==> config.mk <==
export PLATFORM = sky130hd
export DESIGN_NAME = program_loader_flat
export DESIGN_NICKNAME = d
export VERILOG_FILES = /design/src/rtl/cpu_pkg.sv /design/src/rtl/program_loader_if.sv /design/src/rtl/program_loader_byte_assembler.sv /design/src/rtl/program_loader.sv /design/src/flat_wrapper.sv
export SDC_FILE = /design/constraint.sdc
export NUM_CORES = 1
export LEC_CHECK = 0
export CAP_MARGIN = 15
export CORE_MARGIN = 2
export CORE_UTILIZATION = 47
export CTS_BUF_LIST = sky130_fd_sc_hd__clkbuf_16
export DETAILED_ROUTE_END_ITERATION = 8
export HOLD_SLACK_MARGIN = 0.05
export PLACE_DENSITY = 0.95
export SYNTH_ARGS = -nofsm -noshare
export SYNTH_HDL_FRONTEND = slang
export SYNTH_SLANG_ARGS = --single-unit
==> constraint.sdc <==
create_clock -name clock -period 2.9 [get_ports clock]
set_input_delay 0.725 -clock clock [delete_from_list [all_inputs] [get_ports clock]]
set_output_delay 0.725 -clock clock [all_outputs]
set_load 0.02 [all_outputs]
==> src/rtl/cpu_pkg.sv <==
// Definitions shared by the program loader and the CPU core.
// HALT_WORD is also decoded by the CPU as its halt instruction.
package cpu_pkg;

  localparam logic [31:0] HALT_WORD = 32'hFFFF_FFFF;

  typedef enum logic [2:0] {
    IDLE,
    RECV,
    WRITE,
    DONE,
    ERROR
  } loader_state_t;

endpackage

==> src/rtl/program_loader_if.sv <==
// Byte-stream input and instruction-memory write port of the program loader.
// The master side is the host plus memory; the slave side is the loader.
interface program_loader_if;

  logic        byte_valid;
  logic [7:0]  byte_data;
  logic        byte_ready;
  logic        imem_we;
  logic [31:0] imem_address;
  logic [31:0] imem_write_data;

  modport master (
    output byte_valid,
    output byte_data,
    input  byte_ready,
    input  imem_we,
    input  imem_address,
    input  imem_write_data
  );

  modport slave (
    input  byte_valid,
    input  byte_data,
    output byte_ready,
    output imem_we,
    output imem_address,
    output imem_write_data
  );

endinterface

==> src/rtl/program_loader_byte_assembler.sv <==
// Packs accepted bytes little-endian into a 32-bit word.
// word_full flags the accept that fills the last lane.
module byte_assembler (
  input  logic        clock,
  input  logic        reset,
  input  logic        clear,
  input  logic        byte_en,
  input  logic [7:0]  byte_data,
  output logic [31:0] word,
  output logic        word_full
);

  logic [1:0]  index_q;
  logic [31:0] word_q;

  always_ff @(posedge clock) begin
    if (!reset || clear) begin
      index_q <= '0;
      word_q  <= '0;
    end else if (byte_en) begin
      // Index wraps 3 -> 0 so the next word starts at lane 0.
      index_q                <= index_q + 2'd1;
      word_q[8*index_q +: 8] <= byte_data;
    end
  end

  assign word      = word_q;
  assign word_full = byte_en && (index_q == 2'd3);

endmodule

==> src/rtl/program_loader.sv <==
// Boot-time instruction memory writer: assembles bytes into words, writes them from
// address 0 up, and holds the CPU in reset until the halt word has been written.
module program_loader
  import cpu_pkg::*;
#(
  parameter int unsigned ADDR_WIDTH = 8
) (
  input  logic                  clock,
  input  logic                  reset,
  input  logic                  start,
  program_loader_if.slave       bus,
  output logic                  cpu_reset,
  output logic                  load_done,
  output logic                  load_error,
  output logic [ADDR_WIDTH:0]   word_count
);

  localparam logic [ADDR_WIDTH:0] LastSlot = {1'b0, {ADDR_WIDTH{1'b1}}};

  loader_state_t         state_q, state_d;
  logic [ADDR_WIDTH:0]   count_q, count_d;
  logic                  accept;
  logic                  clear;
  logic [31:0]           word;
  logic                  word_full;

  // byte_ready is decoded from state alone, so acceptance never depends on a comb path.
  assign accept = (state_q == RECV) && bus.byte_valid;
  assign clear  = (state_q == IDLE) && start;

  byte_assembler u_byte_assembler (
    .clock     (clock),
    .reset     (reset),
    .clear     (clear),
    .byte_en   (accept),
    .byte_data (bus.byte_data),
    .word      (word),
    .word_full (word_full)
  );

  always_ff @(posedge clock) begin
    if (!reset) begin
      state_q <= IDLE;
      count_q <= '0;
    end else begin
      state_q <= state_d;
      count_q <= count_d;
    end
  end

  always_comb begin
    state_d = state_q;
    count_d = count_q;
    unique case (state_q)
      IDLE: begin
        if (start) begin
          state_d = RECV;
          count_d = '0;
        end
      end
      RECV: begin
        if (word_full) state_d = WRITE;
      end
      WRITE: begin
        count_d = count_q + 1'b1;
        // Halt takes priority so a halt in the last slot still completes the load.
        if (word == HALT_WORD)      state_d = DONE;
        else if (count_q == LastSlot) state_d = ERROR;
        else                          state_d = RECV;
      end
      DONE, ERROR: ;
      default: state_d = IDLE;
    endcase
  end

  assign bus.byte_ready      = (state_q == RECV);
  assign bus.imem_we         = (state_q == WRITE);
  assign bus.imem_address    = 32'({count_q, 2'b00});
  assign bus.imem_write_data = word;
  assign cpu_reset           = (state_q != DONE);
  assign load_done           = (state_q == DONE);
  assign load_error          = (state_q == ERROR);
  assign word_count          = count_q;

endmodule
==> src/flat_wrapper.sv <==
// flat-port wrapper written by rule: the top's interface ports become plain ports
module program_loader_flat import cpu_pkg::*;
#(
  parameter int unsigned ADDR_WIDTH = 8
)
  (clock, reset, start, cpu_reset, load_done, load_error, word_count, bus_byte_valid, bus_byte_data, bus_byte_ready, bus_imem_we, bus_imem_address, bus_imem_write_data);
  program_loader_if bus_i ();
  input  logic clock;
  input  logic reset;
  input  logic start;
  output logic cpu_reset;
  output logic load_done;
  output logic load_error;
  output logic [ADDR_WIDTH:0] word_count;
  input wire logic [$bits(bus_i.byte_valid)-1:0] bus_byte_valid;
  input wire logic [$bits(bus_i.byte_data)-1:0] bus_byte_data;
  output wire logic [$bits(bus_i.byte_ready)-1:0] bus_byte_ready;
  output wire logic [$bits(bus_i.imem_we)-1:0] bus_imem_we;
  output wire logic [$bits(bus_i.imem_address)-1:0] bus_imem_address;
  output wire logic [$bits(bus_i.imem_write_data)-1:0] bus_imem_write_data;
  assign bus_i.byte_valid = bus_byte_valid;
  assign bus_i.byte_data = bus_byte_data;
  assign bus_byte_ready = bus_i.byte_ready;
  assign bus_imem_we = bus_i.imem_we;
  assign bus_imem_address = bus_i.imem_address;
  assign bus_imem_write_data = bus_i.imem_write_data;
  program_loader #(.ADDR_WIDTH(ADDR_WIDTH)) u_core (.clock(clock), .reset(reset), .start(start), .bus(bus_i), .cpu_reset(cpu_reset), .load_done(load_done), .load_error(load_error), .word_count(word_count));
endmodule
# Yosys cells after proc, flatten, opt, wreduce, memory -nomap -nowiden
# Index checks and enable logic that the tools add are counted.
[totals]
ff_bits = 46
in_bits = 12
out_inout_bits = 78
elab_cells = 38
[op_classes]
n_addsub = 3
eq_ne = 10
shifts = 2
muxes = 8
bitwise = 1
n_reduce_logical = 10
[op_table]
columns = ["op", "n"]
rows = [
  ["negation 5 -> 34 bit", 1],
  ["variable shift 8 x 34 -> 32 bit (first input constant)", 1],
  ["indexed part select 8 x 34 -> 32 bit", 1],
  ["bitwise mux 32 bit", 1],
  ["equality test 32 bit (second input constant)", 1],
  ["case mux 9 bit (2 select lines)", 1],
  ["2-to-1 mux 3 bit", 4],
  ["case mux 3 bit (4 select lines)", 1],
  ["adder 9 x 1 -> 9 bit (second input constant)", 1],
  ["equality test 9 x 8 -> 1 bit (second input constant)", 1],
  ["2-to-1 mux 9 bit", 1],
  ["equality test 3 x 2 -> 1 bit (second input constant)", 2],
  ["equality test 3 x 1 -> 1 bit (second input constant)", 1],
  ["equality test 3 bit (second input constant)", 1],
  ["logical AND 1 bit", 3],
  ["logical NOT 3 bit", 1],
  ["!= test 3 x 2 -> 1 bit (second input constant)", 1],
  ["AND reduction 3 bit", 1],
  ["adder 2 x 1 -> 2 bit (second input constant)", 1],
  ["equality test 2 bit (second input constant)", 1],
  ["!= test 2 x 1 -> 1 bit (second input constant)", 1],
  ["!= test 2 bit (second input constant)", 1],
  ["AND reduction 2 bit", 1],
  ["nonzero test 2 bit", 1],
  ["other kinds (4)", 4],
]

# Longest topological paths before layout
[depth]
depth_word = 5
mapped_depth = 7
mapped_depth_nobuf = 7

# Modules after synthesis
# From an unflattened synthesis, not the netlist that was laid out.
[hier_totals]
cells_unflattened = 273
hier_area_um2 = 2348.5
[by_module_without_submodules]
columns = ["module", "n_inst", "cells_each", "area_each_um2"]
rows = [
  ["byte_assembler", 1, 150, 1397.6],
  ["program_loader", 1, 123, 950.9],
]

# Least setup slack after synthesis
# No wires, ideal clock.
[synth_timing]
path_type = "in2reg"
startpoint = "in start"
endpoint = "reg u_core.count_q[3] (netlist: u_core.word_count[3])"
t_arrival_ns = 1.712
required_time_ns = 2.774
path_slack_ns = 1.062
path_stages = 5
n_path_buf = 1
path_cell_list = "or4b_1 > buf_2 > and2_1 > o21ai_0 > a21boi_0"
[synth_between]
elab_chain_len = 2
[synth_lines]
columns = ["item", "line_no", "source"]
rows = [
  ["from (decl)", "flat_wrapper.sv:10", "input logic start;"],
  ["!= test 2 bit (no line)", "-", ""],
  ["AND reduction 2 bit (no line)", "-", ""],
  ["to (signal assigned)", "program_loader.sv:47", "count_q <= count_d;"],
  ["to (decl)", "program_loader.sv:21", "logic [ADDR_WIDTH:0] count_q, count_d;"],
]
# No other way between the ends.
# A chain may end at the register's enable or synchronous reset.

# Final worst setup path
[layout_timing]
startpoint = "reg u_core.state_q[1]"
endpoint = "out bus_imem_we"
[layout_between]
elab_chain_len = 1
[layout_lines]
columns = ["item", "line_no", "source"]
rows = [
  ["from (decl)", "program_loader.sv:20", "loader_state_t state_q, state_d;"],
  ["from (signal assigned)", "program_loader.sv:46", "state_q <= state_d;"],
  ["equality test 3 x 2 -> 1 bit", "program_loader.sv:77", "assign bus.imem_we = (state_q == WRITE);"],
  ["to (decl)", "flat_wrapper.sv:18", "output wire logic [$bits(bus_i.imem_we)-1:0] bus_imem_we;"],
]
# No other way between the ends.

==> run metrics <==
Yosys top cell by area=dfxtp_1; number of global-route vias before repair=around 1900; Root Buffer=clkbuf_16; CTS Buffer Depth=2; CTS Sinks=46; EDFF count, synth=0; CP Max Fanout=11; ANT cells=0; Synth Warn #=0; worst endpoint data arrival time=2.05 ns; asr flop ratio synth=0; CP endpoint kind=primary output; R2R depth=5; area delta synth->final=29.7%; Slew Limit Fails=0; sequential share of the synthesized area=0.404; clk slew on worst S/H paths=approximately 0.06 ns; synth top area cells=dfxtp_1 (40%), buf_4 (11%), a21oi_1 (6.2%), nand3_1 (5.5%), nand2_1 (5.4%); CTS resizes=0; routed len/inst=14.9 µm; final number of setup-violating endpoints=0; internal reg-to-reg setup slack=around 0.82 ns; setup repair bufs after CTS=0; most frequent cells in the layout=clkdlybuf4s50_1 (66), dfxtp_1 (46), nand2_1 (33), a21oi_1 (28), nand3_1 (25); chip width=about 74 µm; total I/O pin count=90; post-route ant nets=0; DP Wirelength=between 4000 and 5000 µm; pwr/cell area=between 400 and 500 nW/µm²; die area=between 5000 and 6000 µm²; Cell Rows=25; overall power=0.00130 W; Critical Path Start Type=flip-flop; Final Wtd Congestion=0.917; RSZ-0062 raised after global routing=false; largest net degree at the start of global routing=27; CP Class=reg -> out; # hold bufs at CTS=0; commonest non-fill, non-tap cell in the layout=clkdlybuf4s50_1; Synth top area share=0.404; final WL=around 5600 µm; Reg2Reg Launch Point=u_core.u_byte_assembler.index_q[0]; Hold Path Stages=2; post-route setup TNS=0 ns; Worst Clk Skew=roughly 0.0034 ns; Synth Flop Type=dfxtp_1; Initial DRC Count=128; slew margin rel.=0.508; Via-to-Cell Ratio=between 5 and 6; status=complete, no violations; Worst Tran Pin Value=about 0.73 ns; final hold viol count=0; H-tree lvl count=2; Final Cycle Share=0.956; Initial Util=0.485; CTS tree=built; fmax=361 MHz; Max-Cap Viols=0; final net count=between 300 and 400; grt ovf=0; iteration count of the initial detailed-routing pass=5; Via Count=2103; Syn Area/Cell=8.59 µm²; initial antenna violation count=0; global-route wire length before repair=between 9000 and 10000 µm; drt drc=0; post-layout min period=2.77 ns; Netlist cell types=44; FF-to-FF End=u_core.u_byte_assembler.word[26]; gr usage total=0.218; Buffers on Ports=66; Post-Synthesis Cell Area=about 2300 µm²; maximum VDD drop=about 0.39 mV; CTS buffer count=5; Worst Hold Class=reg -> reg; core area=~4700 µm²; die height=73.6 µm; Skew-Pair Late Insertion Delay=around 0.29 ns; Hold EP=u_core.u_byte_assembler.word[19]; leak pwr=~1.1 nW; beginning of the worst hold path=u_core.u_byte_assembler.word[19]; Setup crit start=u_core.state_q[1]; CP required=around 2.2 ns; number of synthesized register bits=46; share of cells above drive strength 1=0.0464; post-synthesis cell count=roughly 270
## stage by stage
| step | cells | utilization | cell area, µm² | setup WS [ns] | hold slack, ns |
|---|---|---|---|---|---|
| detailed placement | 369 | 0.601 | 2820 | 0.366 | 0.467 |
| floorplan | 287 | - | 2360 | 1.06 | 0.525 |
| global placement | 369 | 0.601 | 2820 | 0.416 | 0.458 |
| global route | 377 | 0.630 | 2950 | 0.0206 | 0.497 |
| finish | 377 | 0.630 | 2950 | 0.127 | 0.469 |
| CTS | 377 | 0.630 | 2950 | 0.119 | 0.469 |
## Yosys cell counts, types with 2 or more instances
cell type	instances
dfxtp_1	46
nand2_1	33
buf_4	32
a21oi_1	28
nand3_1	25
nand4_1	10
nor2_1	9
a22o_1	8
ha_1	7
buf_2	6
inv_1	6
and2_1	4
and3_1	4
nor3b_1	4
o21ai_0	4
nor2b_1	3
a21boi_0	2
and2_0	2
buf_6	2
clkbuf_1	2
mux2i_1	2
nand3b_1	2
nor3_1	2
nor4_1	2
## power breakdown
part	switching (W)	internal (W)
clock	0.000227	0.000310
sequential	0.00000545	0.000637
combinational	0.0000816	0.0000374
total	0.000314	0.000984
## how the worst max path moves through the flow
stage	slack (ns)	cells after the start	to
2_1_floorplan	1.06	5	u_core.word_count[3]
3_3_place_gp	0.42	5	u_core.word_count[3]
3_5_place_dp	0.37	5	u_core.u_byte_assembler.word[4]
4_1_cts	0.12	3	bus_imem_we
5_1_grt	0.02	3	bus_imem_we
6_report	0.13	3	bus_imem_we
## per-layer routing
| metal | part of all wire | global-route usage | up-vias |
|---|---|---|---|
| li1 | - | - | 991 |
| met1 | 0.40 | 0.277 | 990 |
| met2 | 0.50 | 0.352 | 115 |
| met3 | 0.085 | 0.0645 | 7 |
| met4 | 0.011 | 0.0707 | 0 |
| met5 | 0 | 0 | - |
## worst max-delay path, cell delays in order (launching register included)
cell             delay, ns
dfxtp_1               0.48
or3b_1                0.51
clkinv_2              0.15
clkdlybuf4s50_1       0.62
## sequential cells by signal (all words and copies together), names as in the netlist
| name | flops |
|---|---|
| u_core.u_byte_assembler.index_q | 2 |
| u_core.state_q | 3 |
| u_core.u_byte_assembler.word | 32 |
| u_core.word_count | 9 |
## final cells by class
class	count	area, µm²
fillers	390	1740
multi-input cells	192	1110
flip-flops and latches	46	921
repair buffers	70	691
clock buffers	5	125
well taps	54	67.6
inverters	7	27.5
clock inverters	3	11.3
## cell families after synthesis
logic type                 Yosys count  share of synthesized area
DFF                                 46                      0.404
xor gates and xnor gates             1                    0.00385
muxes                                2                    0.00879
and+or+nand+nor                    109                      0.262
other                                1                    0.00165
buffers and inverters               49                      0.144
adders and majority gates            7                     0.0385
AOI/OAI and AO/OA                   50                      0.137
Note: power is estimated with default switching activity, not from simulation.
